**src/rtl/proc_sched_if.sv**
```systemverilog
// Handshake bundle between the packet scheduler and its neighbours:
// ingress address queue, proc start/ready pair and completion report.
interface proc_sched_if #(
   parameter int ADDR_W = 32
);
   // ingress packet addresses
   logic              enq_valid;
   logic [ADDR_W-1:0] enq_addr;
   logic              enq_ready;
   // proc pipeline start/ready
   logic              proc_start;
   logic [ADDR_W-1:0] proc_addr;
   logic              proc_ready;
   // completion / timeout report
   logic              done_valid;
   logic [ADDR_W-1:0] done_addr;
   logic              done_err;
   logic              done_ready;

   // scheduler side
   modport master (
      input  enq_valid, enq_addr,
      output enq_ready,
      output proc_start, proc_addr,
      input  proc_ready,
      output done_valid, done_addr, done_err,
      input  done_ready
   );

   // environment side (producer, proc pipeline, report consumer)
   modport slave (
      output enq_valid, enq_addr,
      input  enq_ready,
      input  proc_start, proc_addr,
      output proc_ready,
      input  done_valid, done_addr, done_err,
      output done_ready
   );
endinterface

```
**src/rtl/proc_sched.sv**
```systemverilog
// Packet dispatch controller: queues packet addresses, runs proc on one packet
// at a time with a watchdog, reports completions/timeouts and grants
// reconfiguration windows only while proc is idle.
module proc_sched #(
   parameter int ADDR_W  = 32,
   parameter int DEPTH   = 8,
   parameter int TIMEOUT = 4096
) (
   input  logic                         clk,
   input  logic                         rst,        // asynchronous, active-low
   proc_sched_if.master                 bus,
   input  logic                         cfg_req_i,
   output logic                         cfg_grant_o,
   output logic                         fault_o,
   output logic [$clog2(DEPTH+1)-1:0]   count_o
);

   localparam int CW = $clog2(DEPTH + 1);
   localparam int PW = $clog2(DEPTH);
   localparam int WW = $clog2(TIMEOUT);
   localparam logic [CW-1:0] DEPTH_C = CW'(DEPTH);
   localparam logic [PW-1:0] PTR_LAST = PW'(DEPTH - 1);
   localparam logic [WW-1:0] WD_LAST = WW'(TIMEOUT - 1);

   typedef enum logic [2:0] {
      IDLE   = 3'd0,
      START  = 3'd1,
      RUN    = 3'd2,
      REPORT = 3'd3,
      CFG    = 3'd4,
      FAULT  = 3'd5
   } state_t;

   state_t            state_q, state_d;
   logic [CW-1:0]     count_q, count_d;
   logic [PW-1:0]     wr_ptr_q, wr_ptr_d;
   logic [PW-1:0]     rd_ptr_q, rd_ptr_d;
   logic [WW-1:0]     wd_q, wd_d;
   logic              proc_start_q, proc_start_d;
   logic [ADDR_W-1:0] proc_addr_q, proc_addr_d;
   logic              done_valid_q, done_valid_d;
   logic [ADDR_W-1:0] done_addr_q, done_addr_d;
   logic              done_err_q, done_err_d;
   logic              cfg_grant_q, cfg_grant_d;
   logic              fault_q, fault_d;
   logic              push, pop;

   logic [ADDR_W-1:0] mem [DEPTH];

   // pointers wrap modulo DEPTH, which need not be a power of two
   function automatic logic [PW-1:0] ptr_inc(input logic [PW-1:0] p);
      return (p == PTR_LAST) ? '0 : p + 1'b1;
   endfunction

   // next-state, FIFO bookkeeping and registered-output computation
   always_comb begin
      state_d      = state_q;
      count_d      = count_q;
      wr_ptr_d     = wr_ptr_q;
      rd_ptr_d     = rd_ptr_q;
      wd_d         = wd_q;
      proc_start_d = proc_start_q;
      proc_addr_d  = proc_addr_q;
      done_valid_d = done_valid_q;
      done_addr_d  = done_addr_q;
      done_err_d   = done_err_q;
      cfg_grant_d  = cfg_grant_q;
      fault_d      = fault_q;
      // ready comes from the registered count, so a full FIFO refuses a push
      // even in the cycle that pops
      push         = bus.enq_valid && (count_q < DEPTH_C);
      pop          = 1'b0;

      case (state_q)
         IDLE: begin
            // configuration takes precedence over dispatch
            if (cfg_req_i) begin
               cfg_grant_d = 1'b1;
               state_d     = CFG;
            end else if ((count_q != '0) && !fault_q) begin
               pop          = 1'b1;
               proc_addr_d  = mem[rd_ptr_q];
               proc_start_d = 1'b1;
               state_d      = START;
            end
         end
         START: begin
            // proc still shows the previous packet's ready; ignore it here
            wd_d    = '0;
            state_d = RUN;
         end
         RUN: begin
            if (bus.proc_ready) begin
               proc_start_d = 1'b0;
               done_valid_d = 1'b1;
               done_addr_d  = proc_addr_q;
               done_err_d   = 1'b0;
               state_d      = REPORT;
            end else if (wd_q == WD_LAST) begin
               proc_start_d = 1'b0;
               done_valid_d = 1'b1;
               done_addr_d  = proc_addr_q;
               done_err_d   = 1'b1;
               fault_d      = 1'b1;
               state_d      = REPORT;
            end else begin
               wd_d = wd_q + 1'b1;
            end
         end
         REPORT: begin
            if (bus.done_ready) begin
               done_valid_d = 1'b0;
               state_d      = fault_q ? FAULT : IDLE;
            end
         end
         CFG: begin
            if (!cfg_req_i) begin
               cfg_grant_d = 1'b0;
               state_d     = fault_q ? FAULT : IDLE;
            end
         end
         FAULT: begin
            if (cfg_req_i) begin
               cfg_grant_d = 1'b1;
               state_d     = CFG;
            end
         end
         default: state_d = IDLE;
      endcase

      if (push) wr_ptr_d = ptr_inc(wr_ptr_q);
      if (pop)  rd_ptr_d = ptr_inc(rd_ptr_q);
      case ({push, pop})
         2'b10:   count_d = count_q + 1'b1;
         2'b01:   count_d = count_q - 1'b1;
         default: count_d = count_q;
      endcase
   end

   // FSM and control registers; reset aborts any packet in flight
   always_ff @(posedge clk or negedge rst) begin
      if (!rst) begin
         state_q      <= IDLE;
         count_q      <= '0;
         wr_ptr_q     <= '0;
         rd_ptr_q     <= '0;
         wd_q         <= '0;
         proc_start_q <= 1'b0;
         proc_addr_q  <= '0;
         done_valid_q <= 1'b0;
         done_addr_q  <= '0;
         done_err_q   <= 1'b0;
         cfg_grant_q  <= 1'b0;
         fault_q      <= 1'b0;
      end else begin
         state_q      <= state_d;
         count_q      <= count_d;
         wr_ptr_q     <= wr_ptr_d;
         rd_ptr_q     <= rd_ptr_d;
         wd_q         <= wd_d;
         proc_start_q <= proc_start_d;
         proc_addr_q  <= proc_addr_d;
         done_valid_q <= done_valid_d;
         done_addr_q  <= done_addr_d;
         done_err_q   <= done_err_d;
         cfg_grant_q  <= cfg_grant_d;
         fault_q      <= fault_d;
      end
   end

   // address storage; contents need no reset since count gates every read
   always_ff @(posedge clk) begin
      if (push) mem[wr_ptr_q] <= bus.enq_addr;
   end

   assign bus.enq_ready  = (count_q < DEPTH_C);
   assign bus.proc_start = proc_start_q;
   assign bus.proc_addr  = proc_addr_q;
   assign bus.done_valid = done_valid_q;
   assign bus.done_addr  = done_addr_q;
   assign bus.done_err   = done_err_q;
   assign cfg_grant_o    = cfg_grant_q;
   assign fault_o        = fault_q;
   assign count_o        = count_q;

endmodule

```
**src/flat_wrapper.sv**
```systemverilog
// flat-port wrapper written by rule: the top's interface ports become plain ports
module proc_sched_flat 
#(
   parameter int ADDR_W  = 32,
   parameter int DEPTH   = 8,
   parameter int TIMEOUT = 4096
)
  (clk, rst, cfg_req_i, cfg_grant_o, fault_o, count_o, bus_enq_valid, bus_enq_addr, bus_enq_ready, bus_proc_start, bus_proc_addr, bus_proc_ready, bus_done_valid, bus_done_addr, bus_done_err, bus_done_ready);
  proc_sched_if #(.ADDR_W(ADDR_W)) bus_i ();
  input  logic clk;
  input  logic rst;
  input  logic cfg_req_i;
  output logic cfg_grant_o;
  output logic fault_o;
  output logic [$clog2(DEPTH+1)-1:0] count_o;
  input wire logic [$bits(bus_i.enq_valid)-1:0] bus_enq_valid;
  input wire logic [$bits(bus_i.enq_addr)-1:0] bus_enq_addr;
  output wire logic [$bits(bus_i.enq_ready)-1:0] bus_enq_ready;
  output wire logic [$bits(bus_i.proc_start)-1:0] bus_proc_start;
  output wire logic [$bits(bus_i.proc_addr)-1:0] bus_proc_addr;
  input wire logic [$bits(bus_i.proc_ready)-1:0] bus_proc_ready;
  output wire logic [$bits(bus_i.done_valid)-1:0] bus_done_valid;
  output wire logic [$bits(bus_i.done_addr)-1:0] bus_done_addr;
  output wire logic [$bits(bus_i.done_err)-1:0] bus_done_err;
  input wire logic [$bits(bus_i.done_ready)-1:0] bus_done_ready;
  assign bus_i.enq_valid = bus_enq_valid;
  assign bus_i.enq_addr = bus_enq_addr;
  assign bus_enq_ready = bus_i.enq_ready;
  assign bus_proc_start = bus_i.proc_start;
  assign bus_proc_addr = bus_i.proc_addr;
  assign bus_i.proc_ready = bus_proc_ready;
  assign bus_done_valid = bus_i.done_valid;
  assign bus_done_addr = bus_i.done_addr;
  assign bus_done_err = bus_i.done_err;
  assign bus_i.done_ready = bus_done_ready;
  proc_sched #(.ADDR_W(ADDR_W), .DEPTH(DEPTH), .TIMEOUT(TIMEOUT)) u_core (.clk(clk), .rst(rst), .bus(bus_i), .cfg_req_i(cfg_req_i), .cfg_grant_o(cfg_grant_o), .fault_o(fault_o), .count_o(count_o));
endmodule
```
**config.mk**
```make
export PLATFORM = sky130hd
export DESIGN_NAME = proc_sched_flat
export DESIGN_NICKNAME = d
export VERILOG_FILES = /design/src/rtl/proc_sched_if.sv /design/src/rtl/proc_sched.sv /design/src/flat_wrapper.sv
export SDC_FILE = /design/constraint.sdc
export NUM_CORES = 1
export LEC_CHECK = 0
export ABC_CLOCK_PERIOD_IN_PS = 14350
export BUFFER_PORTS_ARGS = -buffer_cell sky130_fd_sc_hd__buf_2
export CELL_PAD_IN_SITES_DETAIL_PLACEMENT = 1
export CELL_PAD_IN_SITES_GLOBAL_PLACEMENT = 2
export CORE_ASPECT_RATIO = 1.2
export CORE_MARGIN = 2
export CORE_UTILIZATION = 49
export DETAILED_ROUTE_END_ITERATION = 8
export HOLD_SLACK_MARGIN = 0.1
export PLACE_DENSITY_LB_ADDON = 0.05
export SETUP_SLACK_MARGIN = 0.4
export SYNTH_ARGS = -nofsm -noshare
export SYNTH_HDL_FRONTEND = slang
export SYNTH_SLANG_ARGS = --single-unit
```
**constraint.sdc**
```tcl
create_clock -name clk -period 14.35 [get_ports clk]
set_clock_uncertainty 0.2 [all_clocks]
set_input_delay 0 -clock clk [delete_from_list [all_inputs] [get_ports clk]]
set_output_delay 0 -clock clk [all_outputs]
set_load 0.01 [all_outputs]
```
==> summary.md, run 1 <==
The flow ran to the end, and the final reports show no timing, DRC or antenna violations. The number of endpoints with negative hold slack in the final report is 0. After synthesis, the largest family of logic cells by area is multiplexers. By area the synthesized netlist is led by sky130_fd_sc_hd__edfxtp_1, sky130_fd_sc_hd__dfrtp_1, sky130_fd_sc_hd__mux4_2. The critical path data arrival time came out at 3020 ps. At the worst endpoint, the required time is 14,300 ps. In this run the worst path has a maximum fanout of 25.

The global-route usage over all layers is 0.209. The startpoint kind of the worst setup timing path was a register. For the footprint of the flip-flops and latches, the log shows 10,000 sq um. By count the netlist is led by sky130_fd_sc_hd__edfxtp_1, sky130_fd_sc_hd__dfrtp_1, sky130_fd_sc_hd__mux4_2. The first detailed-routing pass ran for 4 iterations. Across the run, the number of max-cap violations was 0. The synthesized design contains 256 enable-type register cells.

The post-detailed-route DRC marker count was 0. At the pin with the least slew margin, the transition time is 1040 ps. TritonCTS built the clock tree. The run gives 0.306 as the worst max-slew margin expressed relative to the limit. The logs give 326 MHz for the maximum clock frequency and 957 uW for the power dissipated by switching net loads. Entering global routing, the biggest net connects 70 pins.

Setup repair after global routing left no endpoint under its margin. The synthesized netlist contains 51 unique library cells. The clock slew at the register clock pins of the worst setup and hold paths works out to 60 ps. The later pin in the worst-skew pair is clocked with a latency of 520 ps. Summed over all instances, the cell type with the most area after synthesis is sky130_fd_sc_hd__edfxtp_1. The share of the synthesized area in the top cell type came out at 0.559. From synthesis to final layout, the design area changed by 19.6%. The count of yosys warnings during synthesis came out at 0. The power per cell area came out at 196 nW/um^2.

The root cell of the clock tree is sky130_fd_sc_hd__clkbuf_16. The run gives 0 ps as the post-route setup TNS. The clock passes through at most 3 buffers.

The path class of the tightest hold or removal check is in -> reg. STA classifies the critical path endpoint as a register. The share of power burned in registers is 0.447, and the total setup buffers inserted after CTS is 0. The count of endpoints failing setup in the final report was 0. Among all cell types in the netlist, the one instantiated most often is sky130_fd_sc_hd__edfxtp_1.

The per-instance average area after synthesis came out at 18.9 sq um. The compound-gate portion of the synthesized area was 0.0269. The share of synthesized area spent on multiplexers was 0.168; the routed wire length per instance was 22.2 um. The clock net in this run drives a total of 350 sinks.

The net count of the finished layout is 955. The total wirelength of the detailed-routed design is 29,200 um, and the starting DRC count in detailed routing is 343. 0 antenna diodes ended up in the layout. The number of hold buffers added after CTS was 51.

The first global-routing pass estimated 46,800 um of wire. Global routing finished with a remaining overflow of 0. The simple-gate portion of the synthesized area was 0.0438. Detailed placement finished with a half-perimeter wire length of 16,700 um. The horizontal die dimension is 157 um, and the top-level I/O count is 112. Part of the total power dissipated in combinational logic: 0.267. The detailed router placed 7,116 vias in this run.

Synthesized-area fraction occupied by xor and xnor cells: 0.00701. Summed over all cells, the static leakage comes to 5.96 nW. The smallest clock period supported by the final layout is computed as 3070 ps. The initial core utilization was 0.495. The number of global-route vias before repair was 7,984.

The post-synthesis share of cell area spent on full adders, half adders and majority gates is 0.00728, and the share of async-settable or async-resettable flops after synthesis is 0.269. CTS built an H-tree with a depth of 2. The internal cell power was 2.26 mW. The congestion estimate from routability-driven global placement came to 0.741. The logs give 0 for the number of antenna violations at the first check in global routing and 0.286 for the clock network fraction of design power. The tools report the cell row count as 67. The max-slew violation total from the final report is 0, and the count of filler cells inserted in the layout is 2,474. The setup path with the least slack is of type reg -> reg. The count of nets left with antenna violations once routing finished came out at 0.

The total power of the final layout is 3.22 mW. IR analysis of the VDD net gives a maximum drop of 0.109 mV. The y dimension of the die came out at 187 um. In this run the standard cell core region covers 27,700 sq um. The synthesized design contains 350 register bits. Dividing the detail-routed via count by the number of cells gives 5.41. Counting every instance in the synthesized netlist gives 727. Counting every net in the synthesized netlist gives 773. The tools report the number of buffers inserted during clock tree synthesis as 36. For this run, the leading register cell type out of synthesis is sky130_fd_sc_hd__edfxtp_1. The logs give 13,700 sq um for the cell area after technology mapping and 0.730 for the sequential element share of the synthesized area. The area of the multi-input gates is 3530 sq um, and the proportion of layout cells with a drive suffix above 1 is 0.316.

Post-cts resize count: 0. The floorplan die area was 29,400 sq um. The switching share of total power was 0.298. The final clock period utilization by the worst path is 0.214, and the number of I/O port buffers is 111.
critical path: stages, from the launching register on:
cell	delay, ps
sky130_fd_sc_hd__dfrtp_1	420
sky130_fd_sc_hd__nor2b_1	320
sky130_fd_sc_hd__clkinv_1	350
sky130_fd_sc_hd__nor4b_2	880
sky130_fd_sc_hd__buf_4	530
power groups by stage:
stage	clock (mW)	combinational [mW]	sequential [mW]
2_1_floorplan	0	0.620	1.41
3_3_place_gp	0	0.842	1.44
3_5_place_dp	0	0.863	1.46
4_1_cts	0.944	0.880	1.44
5_1_grt	0.982	0.945	1.47
6_report	0.921	0.859	1.44
cell families after synthesis:
family	after synthesis
and+or+nand+nor	118
muxes	135
adders and majority gates	8
buffers and inverters	39
AOI/OAI and AO/OA	66
DFF	350
xor gates and xnor gates	11
stage by stage:
stage               std cells  setup WS [ps]   util  hold slack [ps]  cell area, sq um
CTS                      1315          11220  0.592              101             16400
global placement         1199          11330  0.531             -253             14700
global route             1315          11010  0.592              109             16400
finish                   1315          11280  0.592              113             16400
floorplan                 727           9280      -             -496             13700
detailed placement       1199          11230  0.531             -244             14700
layer usage:
layer	GRT usage	up-vias	wire (um)
met2	0.370	132	15500
li1	-	3212	-
met4	0.0505	0	538
met5	0	-	0
met3	0.0300	41	1020
met1	0.274	3731	12100
path summary, 6_finish.rpt:
kind	startpoint	endpoint	slack [ps]	cells after the start
setup / recovery	u_core.count_o[3]	u_core.mem[2][24]	11280	4
hold / removal	bus_enq_addr[11]	u_core.mem[7][11]	110	2
setup reg to reg	u_core.count_o[3]	u_core.mem[2][24]	11280	4
hold reg to reg	u_core.bus.done_addr[5]	u_core.bus.done_addr[5]	300	1
max in group asynchronous	rst	u_core.rd_ptr_q[1]	12560	4
min in group asynchronous	rst	u_core.bus.proc_addr[2]	340	4
cells in the final DEF, fill, tap and decap left out, types with 3 or more instances in the layout:
cell	n
sky130_fd_sc_hd__nand3_1	8
sky130_fd_sc_hd__o21ai_0	9
sky130_fd_sc_hd__nor3_1	6
sky130_fd_sc_hd__xor2_1	5
sky130_fd_sc_hd__clkbuf_16	38
sky130_fd_sc_hd__mux2i_1	35
sky130_fd_sc_hd__clkinvlp_4	3
sky130_fd_sc_hd__edfxtp_1	256
sky130_fd_sc_hd__mux2_4	29
sky130_fd_sc_hd__clkinv_1	5
sky130_fd_sc_hd__nor2b_1	3
sky130_fd_sc_hd__buf_4	17
sky130_fd_sc_hd__xnor2_1	6
sky130_fd_sc_hd__buf_2	110
sky130_fd_sc_hd__mux2_2	6
sky130_fd_sc_hd__mux4_2	64
sky130_fd_sc_hd__nor2_1	50
sky130_fd_sc_hd__a31oi_1	3
sky130_fd_sc_hd__a21oi_1	41
sky130_fd_sc_hd__inv_1	4
sky130_fd_sc_hd__clkbuf_1	10
sky130_fd_sc_hd__dlygate4sd3_1	50
sky130_fd_sc_hd__clkinv_2	5
sky130_fd_sc_hd__nand2b_1	5
sky130_fd_sc_hd__bufinv_16	3
sky130_fd_sc_hd__a211oi_1	3
sky130_fd_sc_hd__nor3_2	3
sky130_fd_sc_hd__nand2_1	20
sky130_fd_sc_hd__dfrtp_1	91
sky130_fd_sc_hd__ha_1	8
flip-flops by register name, indices dropped and copies added (netlist names):
signal                 flops
u_core.bus.done_valid      1
u_core.bus.done_err        1
u_core.wd_q               12
u_core.fault_o             1
u_core.bus.proc_addr      32
u_core.count_o             4
u_core.bus.done_addr      32
u_core.rd_ptr_q            3
u_core.wr_ptr_q            3
u_core.cfg_grant_o         1
u_core.state_q             3
u_core.bus.proc_start      1
u_core.mem               256
final cells by class:
cell class | count | area share
timing repair buffer | 178 | 0.0729
tap | 379 | 0.0288
sequential | 350 | 0.611
clock buffer | 49 | 0.0610
multi-input combinational | 338 | 0.215
clock inverter | 16 | 0.0103
inverter | 5 | 0.00114
Note: power is estimated with default switching activity, not from simulation.
==> inputs of run 2 (changes only) <==
--- a/config.mk
+++ b/config.mk
@@ -5,13 +5,13 @@
 export SDC_FILE = /design/constraint.sdc
 export NUM_CORES = 1
 export LEC_CHECK = 0
-export ABC_CLOCK_PERIOD_IN_PS = 14350
+export ABC_CLOCK_PERIOD_IN_PS = 2900
 export BUFFER_PORTS_ARGS = -buffer_cell sky130_fd_sc_hd__buf_2
 export CELL_PAD_IN_SITES_DETAIL_PLACEMENT = 1
 export CELL_PAD_IN_SITES_GLOBAL_PLACEMENT = 2
 export CORE_ASPECT_RATIO = 1.2
 export CORE_MARGIN = 2
-export CORE_UTILIZATION = 49
+export CORE_UTILIZATION = 45
 export DETAILED_ROUTE_END_ITERATION = 8
 export HOLD_SLACK_MARGIN = 0.1
 export PLACE_DENSITY_LB_ADDON = 0.05
==> constraint.sdc (replaced) <==
create_clock -name clk -period 2.9 [get_ports clk]
set_clock_uncertainty 0.2 [all_clocks]
set_input_delay 0 -clock clk [delete_from_list [all_inputs] [get_ports clk]]
set_output_delay 0 -clock clk [all_outputs]
set_load 0.01 [all_outputs]
==> run 2 against run 1 <==
  * Setup slack lost 11000 ps
  * Via count grew 2.2%
  * Worst hold slack worse by 1.5 ps
  * Die area is 8.7% higher
  * Wire length grew 5.5%
  * First-iteration DRC count fell by 2.3%
  * Count of clock-buffer cells in the layout did not move
  * Utilization down 3.9 points
  * Register-to-register slack got worse by 11000 ps
  * Sequential power rose to 5.0 times the previous value
  * Critical path type unchanged
  * Largest power group unchanged
  * Highest routed layer unchanged
==> summary.md, run 2 (synthesis gave the netlist of run 1 again) <==
After detailed routing, the number of remaining DRC violations is 0. From left edge to right edge, the die measures 164 um. The worst setup path is captured at a register. The post-route setup TNS was 0 ps. The most frequent cell on the critical path was sky130_fd_sc_hd__xor2_1. Counting every sink on the clock net gives 350. The via count is 7,270, and the total wirelength of the detailed-routed design is 30,800 um.

The floorplan die area came out at 32,000 sq um. The register with the most flip-flops in the layout has 256 of them. The H-tree was split into 2 levels. For this block, wires on met1 add up to 12,700 um. At the end of routability-driven placement, the weighted congestion stood at 0.741.

The number of global-route vias before repair came out at 8,173. The worst max-slew margin expressed relative to the limit came out at 0.320. The run finished with clean final reports. The first TritonRoute pass finished after 4 iterations. The register name with the most flops is u_core.mem. Detailed routing placed a total of 1100 um of wire on met3. The initialized floorplan defines 70 standard-cell rows. For the pin with the worst max-slew slack, the measured transition is 1020 ps.

The path class of the tightest hold or removal check is in -> reg. The number of antenna-violating nets in the routed design is 0. For the share of power burned in registers, the log shows 0.444. The routed wire length per instance works out to 22.9 um. In the detailed route, the total length drawn on met2 is 16,200 um.

The number of I/O port buffers came out at 111. The count of antenna diodes in the layout is 0. Power dissipated by switching net loads: 4.85 mW.

The largest individual stage delay along the critical path comes from the cell sky130_fd_sc_hd__dfrtp_2. For the global-route wire length before repair, the log shows 48,000 um. The run gives 3 as the number of buffers between clock root and the deepest sink. TritonCTS built the clock tree.

The core area came out at 30,300 sq um. The worst setup path is launched from a register. The logs give 0 for the max-slew violation total from the final report and 0 for the count of endpoints failing setup in the final report. The run gives 0.278 as the clock network fraction of design power. For the part of the total power dissipated in combinational logic, the log shows 0.278.

Max-cap violations in this run came to 0. Leaving out fill and tap cells, the most frequent cells in the layout are sky130_fd_sc_hd__edfxtp_1, sky130_fd_sc_hd__buf_2, sky130_fd_sc_hd__dfrtp_1. The root cell of the clock tree is sky130_fd_sc_hd__clkbuf_16.

The number of buffers inserted during clock tree synthesis is 36, and the number of cells after detailed placement is 1,223. The detailed router finished its first iteration with 335 violations. The non-filler instance count after layout was 1,341; the final critical path time including I/O delays and setup was 2340 ps. The logs give 370 ps for the setup slack after placement and 69 for the largest net degree at the start of global routing.

The analysis attributes to cell leakage a power of 6.07 nW. The worst path meets setup with 559 ps of slack. The die is 195 um tall. The top layer used by detailed routing is met4. Data on the critical path is required at its endpoint by 3080 ps.

Dividing total power by cell area gives a power density of 964 nW/um^2. The number of antenna violations at the first check in global routing is 0, and the largest fanout on the critical path is 9. Setup repair after global routing left no endpoint under its margin. The initial core utilization was 0.454; the per-cell via count in the routed design was 5.42.

The library cell used most frequently in the layout, excluding fill and tap cells, is sky130_fd_sc_hd__edfxtp_1. The final clock period utilization by the worst path was 0.807. After clock tree synthesis, the clock-pin slew on the worst setup and hold paths is 60 ps.

The logs give 0.586 mV for the highest ir drop seen on vdd and 0 for the number of endpoints with negative hold slack in the final report. The run gives 427 MHz as the maximum clock frequency. The switching share of total power was 0.300; the share of the core filled with cells was 0.553. The proportion of layout cells with a drive suffix above 1 was 0.334.

The total overflow left after global routing is 0. The type of the worst setup path was reg -> reg. Cell internal power was estimated by the tool at 11.3 mW. On the worst path, the slowest cell contributes a delay of 440 ps.

Summed over all nets, the half-perimeter wirelength after detailed placement is 17,800 um. The run gives 112 as the top-level I/O count. Critical path data arrival time: 2520 ps. The insertion delay to the later sink of the worst-skew pair was 510 ps. The layout overhead on the synthesized area is 22.0%. Overall power consumption after layout is estimated at 16.2 mW.

The global-route usage over all layers was 0.200. Walking the worst path, the cells encountered are nor2b_2, clkinv_4, ha_4, xor2_1, ha_1, a21oi_2, xor2_1, nor2_1, xor2_1. Total number of nets in the final design: 965.
run 2: cell count changes in the layout (fill, tap and decap cells not counted), moves of 3 or more:
cell	delta
sky130_fd_sc_hd__buf_12	+11
sky130_fd_sc_hd__dfrtp_1	-3
sky130_fd_sc_hd__buf_4	-3
sky130_fd_sc_hd__nor3_4	+3
sky130_fd_sc_hd__nor3_2	-3
sky130_fd_sc_hd__dfrtp_2	+3
run 2: power by group through the flow:
stage,Clock [mW],Sequential [mW],Combinational (mW)
finish,4.49,7.18,4.50
detailed placement,0,7.36,4.41
global placement,0,7.27,4.30
floorplan,0,7.02,3.17
global route,4.80,7.31,4.92
CTS,4.62,7.20,4.62
run 2: area by class of cell:
type                    count  area (sq um)
clock buffers              49           991
clock inverters            15           153
multi-input cells         338          3620
flip-flops and latches    350         10100
repair buffers            188          1430
inverters                   5          23.8
well taps                 396           495
fillers                  2803         13500
run 2: path summary, 6_finish.rpt:
path,depth (start not counted),startpoint,slack (ps),to
max,9,u_core.count_o[3],560,u_core.count_o[2]
min,2,bus_enq_addr[0],110,u_core.mem[4][0]
max reg2reg,9,u_core.count_o[3],560,u_core.count_o[2]
min reg2reg,1,u_core.bus.done_addr[4],300,u_core.bus.done_addr[4]
max in group asynchronous,4,rst,1640,u_core.rd_ptr_q[1]
min in group asynchronous,4,rst,410,u_core.wd_q[5]
run 2: through the flow:
stage               cell area (sq um)  hold slack [ps]
detailed placement              15000             -152
global placement                15000             -161
finish                          16800              111
floorplan                       13900             -496
CTS                             16800              105
global route                    16800              120
run 2: metal layers:
metal	vias to the layer above	global-route usage
li1	3246	-
met1	3820	0.257
met2	150	0.354
met3	54	0.0291
met4	0	0.0562
met5	-	0
run 2: critical path, delay by kind of cell, from the launching register on:
kind | cells | cell delay, ps
simple gates | 2 | 390
fa+ha+maj | 2 | 430
buf+inv | 1 | 210
xor+xnor | 3 | 440
flops | 1 | 440
compound gates | 1 | 110
run 2: repair_timing:
| action | in CTS | in global routing |
|---|---|---|
| gates resized for setup | 1 | 2 |
| endpoints found under the hold margin | 413 | 0 |
| hold buffers | 52 | 0 |
| setup endpoints to repair | 5 | 1 |
| buffers inserted | 2 | 0 |
| pin swaps | 1 | 0 |
